===== src/rtl/ram_stream_reader_if.sv =====
// rtl/ram_stream_reader_if.sv - RAM read port and output beat stream of ram_stream_reader
interface ram_stream_reader_if #(
  parameter int ADDRESS_WIDTH = 13,
  parameter int DATA_WIDTH    = 64
);
  logic [ADDRESS_WIDTH-1:0] address_RD;
  logic [DATA_WIDTH-1:0]    ram_data;
  logic [DATA_WIDTH/2-1:0]  TX_DATA;
  logic                     TX_VALID;
  logic                     TX_READY;
  logic                     TX_LAST;

  modport master (
    output address_RD,
    input  ram_data,
    output TX_DATA,
    output TX_VALID,
    output TX_LAST,
    input  TX_READY
  );

  modport slave (
    input  address_RD,
    output ram_data,
    input  TX_DATA,
    input  TX_VALID,
    input  TX_LAST,
    output TX_READY
  );
endinterface


===== src/rtl/ram_stream_reader.sv =====
// rtl/ram_stream_reader.sv - streams RAM words as two half-width beats (low half first)
// Optional trailing checksum beat: define RAM_STREAM_READER_CHECKSUM_EN.
module ram_stream_reader #(
  parameter int ADDRESS_WIDTH = 13,
  parameter int DATA_WIDTH    = 64
) (
  input  logic                     CLK,
  input  logic                     RST_N,
  input  logic                     START,
  input  logic [ADDRESS_WIDTH-1:0] BASE_ADDR,
  input  logic [ADDRESS_WIDTH-1:0] WORD_COUNT,
  output logic                     BUSY,
  output logic                     DONE,
  ram_stream_reader_if.master      bus
);
  localparam int HALF = DATA_WIDTH / 2;

  typedef enum logic [2:0] {
    IDLE,
    FETCH,
    SEND_LO,
    SEND_HI,
`ifdef RAM_STREAM_READER_CHECKSUM_EN
    SEND_SUM,
`endif
    FINISH
  } state_t;

  state_t                   state_q;
  logic [ADDRESS_WIDTH-1:0] addr_q;
  logic [ADDRESS_WIDTH-1:0] remain_q;
  logic [DATA_WIDTH-1:0]    word_q;
  logic [HALF-1:0]          tx_data_q;
  logic                     tx_valid_q;
  logic                     tx_last_q;
  logic                     busy_q;
  logic                     done_q;

  logic [ADDRESS_WIDTH-1:0] addr_d;
  logic [ADDRESS_WIDTH-1:0] remain_d;
  logic                     last_word;

  assign addr_d    = addr_q + ADDRESS_WIDTH'(1);
  assign remain_d  = remain_q - ADDRESS_WIDTH'(1);
  assign last_word = (remain_q == ADDRESS_WIDTH'(1));

`ifdef RAM_STREAM_READER_CHECKSUM_EN
  logic [HALF-1:0] sum_q;
  logic [HALF-1:0] sum_d;

  // The beat being handshaken is always the one held in tx_data_q.
  assign sum_d = sum_q + tx_data_q;
`endif

  always_ff @(posedge CLK or negedge RST_N) begin
    if (!RST_N) begin
      state_q    <= IDLE;
      addr_q     <= '0;
      remain_q   <= '0;
      word_q     <= '0;
      tx_data_q  <= '0;
      tx_valid_q <= 1'b0;
      tx_last_q  <= 1'b0;
      busy_q     <= 1'b0;
      done_q     <= 1'b0;
`ifdef RAM_STREAM_READER_CHECKSUM_EN
      sum_q      <= '0;
`endif
    end else begin
      done_q <= 1'b0;
      case (state_q)
        IDLE: begin
          if (START) begin
            busy_q <= 1'b1;
`ifdef RAM_STREAM_READER_CHECKSUM_EN
            sum_q  <= '0;
`endif
            if (WORD_COUNT != '0) begin
              remain_q <= WORD_COUNT;
              addr_q   <= BASE_ADDR;
              state_q  <= FETCH;
            end else begin
              done_q  <= 1'b1;
              state_q <= FINISH;
            end
          end
        end

        // RAM sampled address_RD on the falling edge, so its data is valid now.
        FETCH: begin
          word_q     <= bus.ram_data;
          tx_data_q  <= bus.ram_data[HALF-1:0];
          tx_valid_q <= 1'b1;
          tx_last_q  <= 1'b0;
          state_q    <= SEND_LO;
        end

        SEND_LO: begin
          if (bus.TX_READY) begin
`ifdef RAM_STREAM_READER_CHECKSUM_EN
            sum_q     <= sum_d;
`else
            tx_last_q <= last_word;
`endif
            tx_data_q <= word_q[DATA_WIDTH-1:HALF];
            state_q   <= SEND_HI;
          end
        end

        SEND_HI: begin
          if (bus.TX_READY) begin
            if (!last_word) begin
`ifdef RAM_STREAM_READER_CHECKSUM_EN
              sum_q    <= sum_d;
`endif
              addr_q     <= addr_d;
              remain_q   <= remain_d;
              tx_valid_q <= 1'b0;
              state_q    <= FETCH;
            end else begin
`ifdef RAM_STREAM_READER_CHECKSUM_EN
              tx_data_q <= sum_d;
              tx_last_q <= 1'b1;
              state_q   <= SEND_SUM;
`else
              tx_valid_q <= 1'b0;
              tx_last_q  <= 1'b0;
              done_q     <= 1'b1;
              state_q    <= FINISH;
`endif
            end
          end
        end

`ifdef RAM_STREAM_READER_CHECKSUM_EN
        SEND_SUM: begin
          if (bus.TX_READY) begin
            tx_valid_q <= 1'b0;
            tx_last_q  <= 1'b0;
            done_q     <= 1'b1;
            state_q    <= FINISH;
          end
        end
`endif

        FINISH: begin
          busy_q  <= 1'b0;
          state_q <= IDLE;
        end

        default: state_q <= IDLE;
      endcase
    end
  end

  assign bus.address_RD = addr_q;
  assign bus.TX_DATA    = tx_data_q;
  assign bus.TX_VALID   = tx_valid_q;
  assign bus.TX_LAST    = tx_last_q;
  assign BUSY           = busy_q;
  assign DONE           = done_q;
endmodule

===== src/flat_wrapper.sv =====
// flat-port wrapper written by rule: the top's interface ports become plain ports
module ram_stream_reader_flat 
#(
  parameter int ADDRESS_WIDTH = 13,
  parameter int DATA_WIDTH    = 64
)
  (CLK, RST_N, START, BASE_ADDR, WORD_COUNT, BUSY, DONE, bus_address_RD, bus_ram_data, bus_TX_DATA, bus_TX_VALID, bus_TX_LAST, bus_TX_READY);
  ram_stream_reader_if #(.ADDRESS_WIDTH(ADDRESS_WIDTH), .DATA_WIDTH(DATA_WIDTH)) bus_i ();
  input  logic CLK;
  input  logic RST_N;
  input  logic START;
  input  logic [ADDRESS_WIDTH-1:0] BASE_ADDR;
  input  logic [ADDRESS_WIDTH-1:0] WORD_COUNT;
  output logic BUSY;
  output logic DONE;
  output wire logic [$bits(bus_i.address_RD)-1:0] bus_address_RD;
  input wire logic [$bits(bus_i.ram_data)-1:0] bus_ram_data;
  output wire logic [$bits(bus_i.TX_DATA)-1:0] bus_TX_DATA;
  output wire logic [$bits(bus_i.TX_VALID)-1:0] bus_TX_VALID;
  output wire logic [$bits(bus_i.TX_LAST)-1:0] bus_TX_LAST;
  input wire logic [$bits(bus_i.TX_READY)-1:0] bus_TX_READY;
  assign bus_address_RD = bus_i.address_RD;
  assign bus_i.ram_data = bus_ram_data;
  assign bus_TX_DATA = bus_i.TX_DATA;
  assign bus_TX_VALID = bus_i.TX_VALID;
  assign bus_TX_LAST = bus_i.TX_LAST;
  assign bus_i.TX_READY = bus_TX_READY;
  ram_stream_reader #(.ADDRESS_WIDTH(ADDRESS_WIDTH), .DATA_WIDTH(DATA_WIDTH)) u_core (.CLK(CLK), .RST_N(RST_N), .START(START), .BASE_ADDR(BASE_ADDR), .WORD_COUNT(WORD_COUNT), .BUSY(BUSY), .DONE(DONE), .bus(bus_i));
endmodule

===== config.mk =====
export PLATFORM = sky130hd
export DESIGN_NAME = ram_stream_reader_flat
export DESIGN_NICKNAME = d
export VERILOG_FILES = /design/src/rtl/ram_stream_reader_if.sv /design/src/rtl/ram_stream_reader.sv /design/src/flat_wrapper.sv
export SDC_FILE = /design/constraint.sdc
export NUM_CORES = 1
export LEC_CHECK = 0
export BUFFER_PORTS_ARGS = -buffer_cell sky130_fd_sc_hd__buf_2
export CAP_MARGIN = 0
export CORE_UTILIZATION = 55
export CTS_CLUSTER_SIZE = 24
export DETAILED_ROUTE_END_ITERATION = 10
export GPL_TIMING_DRIVEN = 0
export PLACE_DENSITY_LB_ADDON = 0.05
export REMOVE_ABC_BUFFERS = 1
export SYNTH_ARGS = -nofsm -noshare
export SYNTH_HDL_FRONTEND = slang
export SYNTH_SLANG_ARGS = --single-unit
export TNS_END_PERCENT = 20

===== constraint.sdc =====
create_clock -name CLK -period 5.8 [get_ports CLK]
set_input_delay 1.16 -clock CLK [delete_from_list [all_inputs] [get_ports CLK]]
set_output_delay 1.16 -clock CLK [all_outputs]
set_load 0.02 [all_outputs]

==> out/results.txt, run 1 <==
Final ANT Viol Nets: 0
PortBufs: 142
Max FO, Critical Path: 27
Initial antenna violation count: 0
Initial Utilization: 0.5669
Design Area, Final: 0.005748 mm2
PwrDens: 565.9 mW/mm2
Post-DP HPWL: 7.620 mm
Peak per-stage delay on the critical path: 520 ps
Skew final: 12.53 ps
CTS tree: built
Core area: 0.008217 mm2
Num CTS Buffers: 9
Die area: 0.008842 mm2
Clock Tree Buf Depth: 2
Gr usage total: 0.2507
Largest net degree at the start of global routing: 53
CP delay by family, top: simple AND/OR/NAND/NOR gates
Tmin final: 2754 ps
Routed Wire Length: 10.69 mm
Skew-Pair Late Insertion Delay: 370 ps
Synth warn: 0
Yosys reg bits: 97
Clock root cell: clkbuf_8
Fmax: 0.3630 GHz
Worst Path Buf+Inv: 2
Cell count after synthesis: 449
Avg Vias per Cell: 5.645
Leak: 2.675 nW
DRT iter0 DRCs: 176
RSZ-0062 raised after global routing: false
Fraction of layout cells with a size suffix above 1: 0.3618
Routed wire per std cell: 15.47 um
Critical Path RT: 6090 ps
GP Congestion: 0.8580
Placed inst area: 0.005524 mm2
Final Hold Viols: 0
IO Count: 143
Crit end category: register
Via Count: 3,901
Synth Cell Area: 0.004658 mm2
Post-CTS sizing: 0
Status: complete, no violations
Syn Area/Cell: 10.37 um2
Num rows: 33
Yosys cell types: 41
WP data arrival: 3040 ps
Clock Sinks: 97
Initial DRT Pass Iterations: 4
# setup viols final: 0
Clock transition at path regs: 100 ps
Least-Margin Pin Slew: 883.0 ps
Layout area overhead: 23.40%
DRC: 0
CTS HTree Levels: 3
Rel. slew slack: 0.4100
Seq/Total Area, Yosys: 0.5211
Die W: 94.03 um
Max-cap violations: 0
Fin util: 0.6996
Global-route wire length before repair: 17.07 mm
Hold_buf cts: 0
Critical Path Source Type: primary input
CP Cell Sequence: buf_2 > or3b_2 > a21o_1 > nor3b_4 > buf_8 > o21ai_0 > a22oi_1
Primary FF master, synth: dfrtp_1
Async set or reset register ratio after synthesis: 1.000
Setup CP Type: primary input to register
Peak VDD IR: 0.0002941 V
Hold crit path type: register to register
Final net count: 678
Number of global-route vias before repair: 3,786
Final worst-path cycle share: 0.4749
Slowest CP cell: nor3b_4
Die height: 94.03 um
Final Slew Violations: 0
Ant. Diodes: 0
GRT overflow: 0
EDFF count, synth: 0
Setup Buffers After CTS: 0
==> through the flow <==
stage	std cells	hold slack, ps	setup slack [ps]	setup TNS [ps]	total power, mW
after global routing	691	521.6	2971	0	3.494
final	691	483.0	3046	0	3.253
after global placement	665	457.2	-4791	-152910	2.710
after CTS	690	488.4	2519	0	3.269
after floorplan	418	456.7	-1125	-36010	2.292
after detailed placement	674	465.0	2134	0	2.807
==> worst min-delay path: stages, from the launching register on <==
cell and delay, ps:
dfrtp_1 350, nand2_1 40, o21ai_0 60
==> flip-flops by register name (all words and copies together), names as in the netlist <==
name and flops:
u_core.bus.TX_LAST 1, u_core.word_q 32, u_core.remain_q 13, u_core.BUSY 1
u_core.state_q 3, u_core.DONE 1, u_core.bus.TX_VALID 1, u_core.bus.address_RD 13
u_core.bus.TX_DATA 32
==> where the power goes <==
group	leakage (nW)	internal, mW	switching [mW]
clock	0.106	0.208	0.254
sequential	1.15	1.00	0.241
combinational	1.41	0.667	0.880
total	2.68	1.88	1.37
==> cell type report <==
cell class | instances | area, um2
fill | 668 | 2469
sequential | 97 | 2427
multi-input combinational | 315 | 2088
timing repair buffer | 152 | 869.6
tap | 105 | 131.4
clock buffer | 9 | 123.9
clock inverter | 7 | 85.08
inverter | 6 | 22.52
==> cell families after synthesis <==
logic type | after synthesis | synth area share
adder cells (fa/ha/maj) | 3 | 0.008059
multiplexers | 66 | 0.1504
flip-flops | 97 | 0.5211
AO/OA/AOI/OAI | 119 | 0.1434
buffers and inverters | 37 | 0.03545
AND/OR/NAND/NOR | 127 | 0.1416
==> metal layers <==
metal,global-route usage,routed length [um],vias up
li1,-,-,1882
met1,0.2981,4531,1878
met2,0.4307,5305,125
met3,0.06958,665,16
met4,0.09487,189,0
met5,0,0,-
==> cell usage after synthesis (all sizes together), types with 4 or more instances <==
| library cell | instances | share of area |
|---|---|---|
| or3 | 4 | 0.0054 |
| clkbuf | 22 | 0.018 |
| nand2 | 58 | 0.047 |
| o21ai | 59 | 0.063 |
| nor3b | 5 | 0.010 |
| a21oi | 31 | 0.033 |
| dfrtp | 97 | 0.52 |
| nor3 | 4 | 0.0043 |
| nand3 | 14 | 0.015 |
| a31oi | 4 | 0.0054 |
| nor2 | 11 | 0.0089 |
| or4 | 7 | 0.013 |
| inv | 6 | 0.0048 |
| buf | 9 | 0.013 |
| o22ai | 8 | 0.011 |
| nor4 | 6 | 0.0081 |
| mux2 | 32 | 0.077 |
| mux2i | 34 | 0.073 |
| a2bb2oi | 6 | 0.013 |
==> final timing paths <==
kind	startpoint	to	slack, ps	cells past startpoint
max	START	u_core.bus.address_RD[2]$_DFFE_PN0P_	3050	7
min	u_core.bus.TX_DATA[16]$_DFFE_PN0P_	u_core.bus.TX_DATA[16]$_DFFE_PN0P_	480	2
max reg2reg	u_core.state_q[0]$_DFFE_PN0P_	u_core.bus.address_RD[2]$_DFFE_PN0P_	3330	6
min reg2reg	u_core.bus.TX_DATA[16]$_DFFE_PN0P_	u_core.bus.TX_DATA[16]$_DFFE_PN0P_	480	2
max in group asynchronous	RST_N	u_core.word_q[45]$_DFFE_PN0P_	4340	2
min in group asynchronous	RST_N	u_core.DONE$_DFF_PN0_	790	1
==> cell usage in the layout (no fill, tap or decap), types with 4 or more instances in the layout <==
cell type / netlist / layout
or3_1: 4 / 4
o22ai_1: 8 / 8
nor3_1: 4 / 4
nand2_1: 58 / 58
or4_1: 5 / 5
a31oi_1: 4 / 4
nor4_1: 6 / 6
mux2_2: 32 / 32
o21ai_0: 59 / 59
a21oi_1: 31 / 30
dfrtp_1: 97 / 97
buf_2: 3 / 141
inv_1: 6 / 6
nor2_1: 11 / 11
clkbuf_8: 0 / 9
a2bb2oi_1: 5 / 5
mux2i_1: 34 / 34
buf_6: 3 / 5
nand3_1: 14 / 14
(Power assumes the default switching activity.)
==> inputs of run 2 (changes only) <==
--- a/config.mk
+++ b/config.mk
@@ -5,9 +5,10 @@
 export SDC_FILE = /design/constraint.sdc
 export NUM_CORES = 1
 export LEC_CHECK = 0
+export ABC_AREA = 1
 export BUFFER_PORTS_ARGS = -buffer_cell sky130_fd_sc_hd__buf_2
 export CAP_MARGIN = 0
-export CORE_UTILIZATION = 55
+export CORE_UTILIZATION = 48
 export CTS_CLUSTER_SIZE = 24
 export DETAILED_ROUTE_END_ITERATION = 10
 export GPL_TIMING_DRIVEN = 0
==> constraint.sdc (replaced) <==
create_clock -name CLK -period 2.3 [get_ports CLK]
set_input_delay 0.46 -clock CLK [delete_from_list [all_inputs] [get_ports CLK]]
set_output_delay 0.46 -clock CLK [all_outputs]
set_load 0.02 [all_outputs]
==> out/results.txt, run 2 <==
Status: complete, no violations
Num CTS Buffers: 9 (unchanged)
Yosys reg bits: 97 (unchanged)
Critical R2R Launch: u_core.state_q[2]$_DFFE_PN0P_
Critical Path RT: 2570 ps (-3520 ps)
Die height: 106.5 um (+13%)
Skew-Pair Late Insertion Delay: 370 ps (about the same)
Non-Filler Instances: 979 (+42%)
CTS tree: built
Reg-to-reg critical path endpoint: u_core.bus.address_RD[7]$_DFFE_PN0P_
Routed Wire Length: 12.55 mm (+17%)
DRT iter0 DRCs: 253 (+44%)
Clock root cell: clkbuf_8
Max-cap violations: 0 (unchanged)
Avg Vias per Cell: 4.840 (-14%)
Clock transition at path regs: 90 ps (about the same)
Fraction of layout cells with a size suffix above 1: 0.2539 (-0.1079)
Rel. slew slack: 0.5657 (+0.1557)
Most common cell after layout, fill and taps aside: nand2_1
Worst Path Buf+Inv: 0 (-2)
Minimum hold slack: 95.24 ps (-387.8 ps)
Via Count: 4,738 (+21%)
Layout area overhead: 18.56%
Skew final: 8.151 ps (-4.382 ps)
Initial Utilization: 0.5006 (-0.06633)
Largest net degree at the start of global routing: 66 (+25%)
Clock Tree Buf Depth: 2 (unchanged)
Synth warn: 0 (unchanged)
Critical Path Source Type: register
GRT overflow: 0 (unchanged)
# setup viols final: 0 (unchanged)
Cell count after synthesis: 711 (+58%)
Least-Margin Pin Slew: 651.5 ps (-231.5 ps)
Tmin final: 2077 ps
Yosys cell types: 29 (-29%)
Initial antenna violation count: 0 (unchanged)
Peak per-stage delay on the critical path: 480 ps (-40 ps)
PortBufs: 142 (unchanged)
CP most frequent cell: nand2_1
Leak: 3.508 nW (+31%)
Hold_buf cts: 0 (unchanged)
R2R Setup Slk: 220 ps (-3110 ps)
Num rows: 37 (+12%)
CP Cell Sequence: nor2_4 > nand2_4 > nand2_1 > nand3_2 > nand3b_4 > nand2_1 > nand2_1
Hold crit path type: primary input to async pin
Gr usage total: 0.2330 (-0.01779)
Post-synth top area cell: dfrtp_1
Initial DRT Pass Iterations: 4 (unchanged)
Final Slew Violations: 0 (unchanged)
DRC: 0 (unchanged)
Post-DP HPWL: 8.207 mm (+7.7%)
Max FO, Critical Path: 30 (+11%)
Seq/Total Area, Yosys: 0.4634 (-0.05764)
Final ANT Viol Nets: 0 (unchanged)
Final Hold Viols: 0 (unchanged)
Post-synth top cells: nand2_1 (355), dfrtp_1 (97), inv_1 (57), o21ai_0 (43)
WP data arrival: 2340 ps (-700 ps)
Primary FF master, synth: dfrtp_1
Crit end category: register
Filler Cell Count: 1,043 (+56%)
IO Count: 143 (unchanged)
Most frequent cell after synthesis: nand2_1
CP delay by family, top: simple AND/OR/NAND/NOR gates
Peak VDD IR: 0.0007689 V (+160%)
Ant. Diodes: 0 (unchanged)
Setup CP Type: register to register
CTS HTree Levels: 3 (unchanged)
Die W: 106.5 um (+13%)
Setup Buffers After CTS: 0 (unchanged)
Clock Sinks: 97 (unchanged)
Core area: 0.01046 mm2 (+27%)
Final net count: 936 (+38%)
Sum Neg Setup Slack: 0 ps (unchanged)
Async set or reset register ratio after synthesis: 1.000 (unchanged)
RSZ-0062 raised after global routing: false
Synth Cell Area: 0.005238 mm2 (+12%)
PwrDens: 1454 mW/mm2 (+160%)
Final worst-path cycle share: 0.9030
Number of global-route vias before repair: 4,458 (+18%)
Slowest CP cell: dfrtp_1
Placed cell count: 962 (+43%)
Routed wire per std cell: 12.81 um (-17%)
Area share of the largest cell type after synthesis: 0.4634 (-0.05764)
R2R cell count: 7 (+1)
Ranking of synthesized cells by area: dfrtp_1 (46%), nand2_1 (25%), o21ai_2 (5.0%)
GP Congestion: 0.8154 (-5.0%)
Fmax: 0.4815 GHz
Die area: 0.01133 mm2 (+28%)
Global-route wire length before repair: 20.80 mm (+22%)
Most frequent cells in the layout: nand2_1 (353), buf_2 (141), dfrtp_1 (96)
Syn Area/Cell: 7.366 um2 (-29%)
EDFF count, synth: 0 (unchanged)
[run 2: cell types whose count changed in the layout (fill, tap and decap cells not counted), sizes merged, moves of 6 or more]
cell	previous run	this run
a21oi	31	0
a2bb2oi	6	0
buf	152	143
inv	9	61
mux2	32	0
mux2i	34	0
nand2	58	360
nand3	14	29
nor2	11	37
o21ai	59	74
o22ai	8	0
or4	7	0
[run 2: worst register-to-register path, stage by stage (launching register included)]
cell and delay [ps]:
dfrtp_1 480, nor2_4 270, nand2_4 260, nand2_1 150, nand3_2 170, nand3b_4 420, nand2_1 150, nand2_1 70
[run 2: metrics by stage]
step	utilization	cell area (um2)	power, mW	setup slack (ps)
floorplan	-	5041	6.410	210.4
global placement	0.5660	5922	7.670	-741.5
detailed placement	0.5689	5952	7.836	-717.8
CTS	0.5908	6181	9.063	-0.2129
global route	0.5935	6210	9.868	56.50
finish	0.5935	6210	9.029	223.1
[run 2: layout make-up]
cell class	instances	area [um2]	share of cell area
flip-flops and latches	97	2429	0.3911
repair inverters	1	7.507	0.001209
repair buffers	143	740.7	0.1193
well taps	136	170.2	0.02740
clock buffers	11	151.4	0.02438
multi-input cells	526	2422	0.3901
inverters	61	237.7	0.03828
clock inverters	4	51.30	0.008261
[run 2: worst max path at each step]
stage,endpoint,from,depth (start not counted)
floorplan,u_core.bus.TX_DATA[10]$_DFFE_PN0P_,u_core.state_q[2]$_DFFE_PN0P_,8
global placement,u_core.word_q[63]$_DFFE_PN0P_,u_core.state_q[2]$_DFFE_PN0P_,4
detailed placement,u_core.word_q[63]$_DFFE_PN0P_,u_core.state_q[2]$_DFFE_PN0P_,4
CTS,u_core.bus.TX_DATA[6]$_DFFE_PN0P_,u_core.state_q[0]$_DFFE_PN0P_,8
global route,u_core.bus.address_RD[7]$_DFFE_PN0P_,u_core.state_q[2]$_DFFE_PN0P_,7
finish,u_core.bus.address_RD[7]$_DFFE_PN0P_,u_core.state_q[2]$_DFFE_PN0P_,7
[run 2: per-layer routing]
metal / up-vias / routed length, um / track usage
met2: 110 / 6181 / 0.4035
met4: 0 / 131 / 0.06654
met3: 10 / 714 / 0.06254
li1: 2453 / - / -
met5: - / 0 / 0
met1: 2165 / 5517 / 0.2842
[run 2: power by group]
part           internal [mW]  leakage, nW  total, mW  switching, mW
Combinational           1.49         2.21       4.73           3.24
Sequential              2.54         1.19       3.12          0.582
Clock                  0.559        0.102       1.17          0.612
Total                   4.59         3.51       9.03           4.44
[run 2: what timing repair did]
action | 4_1_cts | 5_1_grt
gates resized for setup | 6 | 5
pin swaps | 0 | 1
endpoints found under the hold margin | 0 | 0
cloned | 1 | 1
endpoints found under the setup margin | 91 | 59
[run 2: logic make-up after synthesis]
| group | after synthesis | share of synthesized area |
|---|---|---|
| DFF | 97 | 0.4634 |
| xor gates and xnor gates | 2 | 0.003345 |
| AOI/OAI and AO/OA | 82 | 0.1037 |
| adders and majority gates | 3 | 0.007168 |
| and+or+nand+nor | 438 | 0.3407 |
| buffers and inverters | 89 | 0.08170 |
==> inputs of run 3 (changes only) <==
--- a/config.mk
+++ b/config.mk
@@ -6,11 +6,11 @@
 export NUM_CORES = 1
 export LEC_CHECK = 0
 export ABC_AREA = 1
-export BUFFER_PORTS_ARGS = -buffer_cell sky130_fd_sc_hd__buf_2
 export CAP_MARGIN = 0
-export CORE_UTILIZATION = 48
+export CORE_UTILIZATION = 58
 export CTS_CLUSTER_SIZE = 24
 export DETAILED_ROUTE_END_ITERATION = 10
+export DONT_BUFFER_PORTS = 1
 export GPL_TIMING_DRIVEN = 0
 export PLACE_DENSITY_LB_ADDON = 0.05
 export REMOVE_ABC_BUFFERS = 1
==> out/results.txt, run 3 (synthesized netlist as in run 2, its figures left out) <==
Status: finished with violations
Failing checks: negative hold slack
Critical R2R Launch: u_core.state_q[0]$_DFFE_PN0P_
CP most frequent cell: nand2_1
GP Congestion: 0.8207 (+0.65%)
Routed Wire Length: 11.44 mm (-8.8%)
Gr usage total: 0.2441 (+0.01111)
Minimum hold slack: -215.5 ps (-310.7 ps)
Number of global-route vias before repair: 4,055 (-9.0%)
Clock root cell: clkbuf_8
PortBufs: 0 (-100%)
Least-Margin Pin Slew: 654.1 ps (+2.604 ps)
Min setup slack post-route: 166.3 ps (-56.83 ps)
Most frequent cells in the layout: nand2_1 (353), dfrtp_1 (97), inv_1 (56)
Clock Sinks: 97 (unchanged)
IO Count: 143 (unchanged)
CTS HTree Levels: 3 (unchanged)
CP Cell Sequence: nand2_1 > nor2_4 > nand2_1 > nand3_2 > nand3b_4 > nand2_1 > nand2_1
Die area: 0.009414 mm2 (-17%)
Via Count: 4,277 (-9.7%)
Most common cell after layout, fill and taps aside: nand2_1
Initial antenna violation count: 0 (unchanged)
Skew-Pair Late Insertion Delay: 350 ps (-20 ps)
Final Slew Violations: 0 (unchanged)
Leak: 2.896 nW (-17%)
Non-Filler Instances: 809 (-17%)
Num CTS Buffers: 9 (unchanged)
CTS tree: built
Ant. Diodes: 0 (unchanged)
DRC: 0 (unchanged)
Clock Tree Buf Depth: 2 (unchanged)
Max FO, Critical Path: 27 (-10%)
DP Worst Slack: -637.3 ps (+80.44 ps)
Critical Path Source Type: register
Final Hold Viols: 97 (+97)
Die height: 97.03 um (-8.9%)
Final ANT Viol Nets: 0 (unchanged)
Skew final: 16.26 ps (+8.114 ps)
R2R Setup Slk: 170 ps (-60 ps)
Layout area overhead: 3.273%
Fmax: 0.4687 GHz (-2.7%)
Crit end category: register
Global-route wire length before repair: 18.81 mm (-9.6%)
CP Capture Point: u_core.remain_q[1]$_DFFE_PN0P_
Fraction of layout cells with a size suffix above 1: 0.09986 (-0.1540)
Post-DP HPWL: 7.228 mm (-12%)
Placed cell count: 791 (-18%)
Sum Neg Setup Slack: 0 ps (unchanged)
Reg-to-reg critical path endpoint: u_core.remain_q[1]$_DFFE_PN0P_
Filler Cell Count: 799 (-23%)
PwrDens: 1552 mW/mm2 (+6.7%)
Avg Vias per Cell: 5.287 (+9.2%)
Largest net degree at the start of global routing: 98 (+48%)
Peak per-stage delay on the critical path: 530 ps (+50 ps)
Routed wire per std cell: 14.14 um (+10%)
Initial Utilization: 0.6006 (+0.09998)
Core area: 0.008721 mm2 (-17%)
Rel. slew slack: 0.5629 (-0.002771)
# setup viols final: 0 (unchanged)
RSZ-0062 raised after global routing: false
Final net count: 793 (-15%)
Critical Path RT: 2580 ps (about the same)
GRT overflow: 0 (unchanged)
WP data arrival: 2410 ps (+70 ps)
Max-cap violations: 0 (unchanged)
Tot Pwr: 8.394 mW (-7.0%)
Slowest CP cell: nor2_4
Clock transition at path regs: 110 ps (+20 ps)
Peak VDD IR: 0.0007162 V (-6.9%)
Die W: 97.03 um (-8.9%)
Setup CP Type: register to register
DRT iter0 DRCs: 231 (-8.7%)
Num rows: 34 (-8.1%)
R2R cell count: 7 (unchanged)
CP Launch Point: u_core.state_q[0]$_DFFE_PN0P_
Initial DRT Pass Iterations: 4 (unchanged)
Tmin final: 2134 ps (+56.83 ps)
Hold crit path type: primary input to async pin
Final worst-path cycle share: 0.9277 (+0.02471)
[run 3: critical path: cells and delay by family, from the launching register on]
| family | cells | cell delay (ps) |
|---|---|---|
| and+or+nand+nor | 7 | 1590 |
| DFF | 1 | 480 |
[run 3: worst min-delay path by stage]
stage                     depth (start not counted)                         endpoint   from  slack, ps
after floorplan                                   0          u_core.BUSY$_DFFE_PN0P_  RST_N        160
after global placement                            0  u_core.remain_q[10]$_DFFE_PN0P_  RST_N        170
after detailed placement                          0  u_core.remain_q[10]$_DFFE_PN0P_  RST_N        170
after CTS                                         0  u_core.remain_q[10]$_DFFE_PN0P_  RST_N       -230
after global routing                              0  u_core.remain_q[10]$_DFFE_PN0P_  RST_N       -240
final                                             0  u_core.remain_q[10]$_DFFE_PN0P_  RST_N       -220
[run 3: final cells by class]
| type | instances | area, um2 | area share |
|---|---|---|---|
| clock inverters | 6 | 51.30 | 0.009484 |
| clock buffers | 10 | 127.6 | 0.02359 |
| flip-flops and latches | 97 | 2427 | 0.4488 |
| multi-input cells | 526 | 2422 | 0.4478 |
| inverters | 61 | 237.7 | 0.04395 |
| repair inverters | 1 | 7.507 | 0.001388 |
| well taps | 108 | 135.1 | 0.02498 |
[run 3: power by group]
group	internal, mW	switching (mW)
sequential	2.53	1.15
combinational	1.17	2.48
clock	0.408	0.645
[run 3: routing by layer]
layer | GRT usage | up-vias | part of all wire
met5 | 0 | - | 0
met4 | 0.04133 | 0 | 0.0057
met3 | 0.07948 | 5 | 0.080
met2 | 0.4258 | 116 | 0.51
met1 | 0.2987 | 1986 | 0.41
li1 | - | 2170 | -
[run 3: stage by stage]
step                area, um2    util
global route             5409  0.6202
CTS                      5381  0.6171
global placement         5176  0.5935
floorplan                5041       -
detailed placement       5176  0.5935
finish                   5409  0.6202
[run 3: timing repair]
action,CTS,global route
resized for setup,6,4
endpoints found under the setup margin,91,59
pin swaps,0,1
hold endpoints to repair,97,97
setup buffers,0,0
cloned,1,1
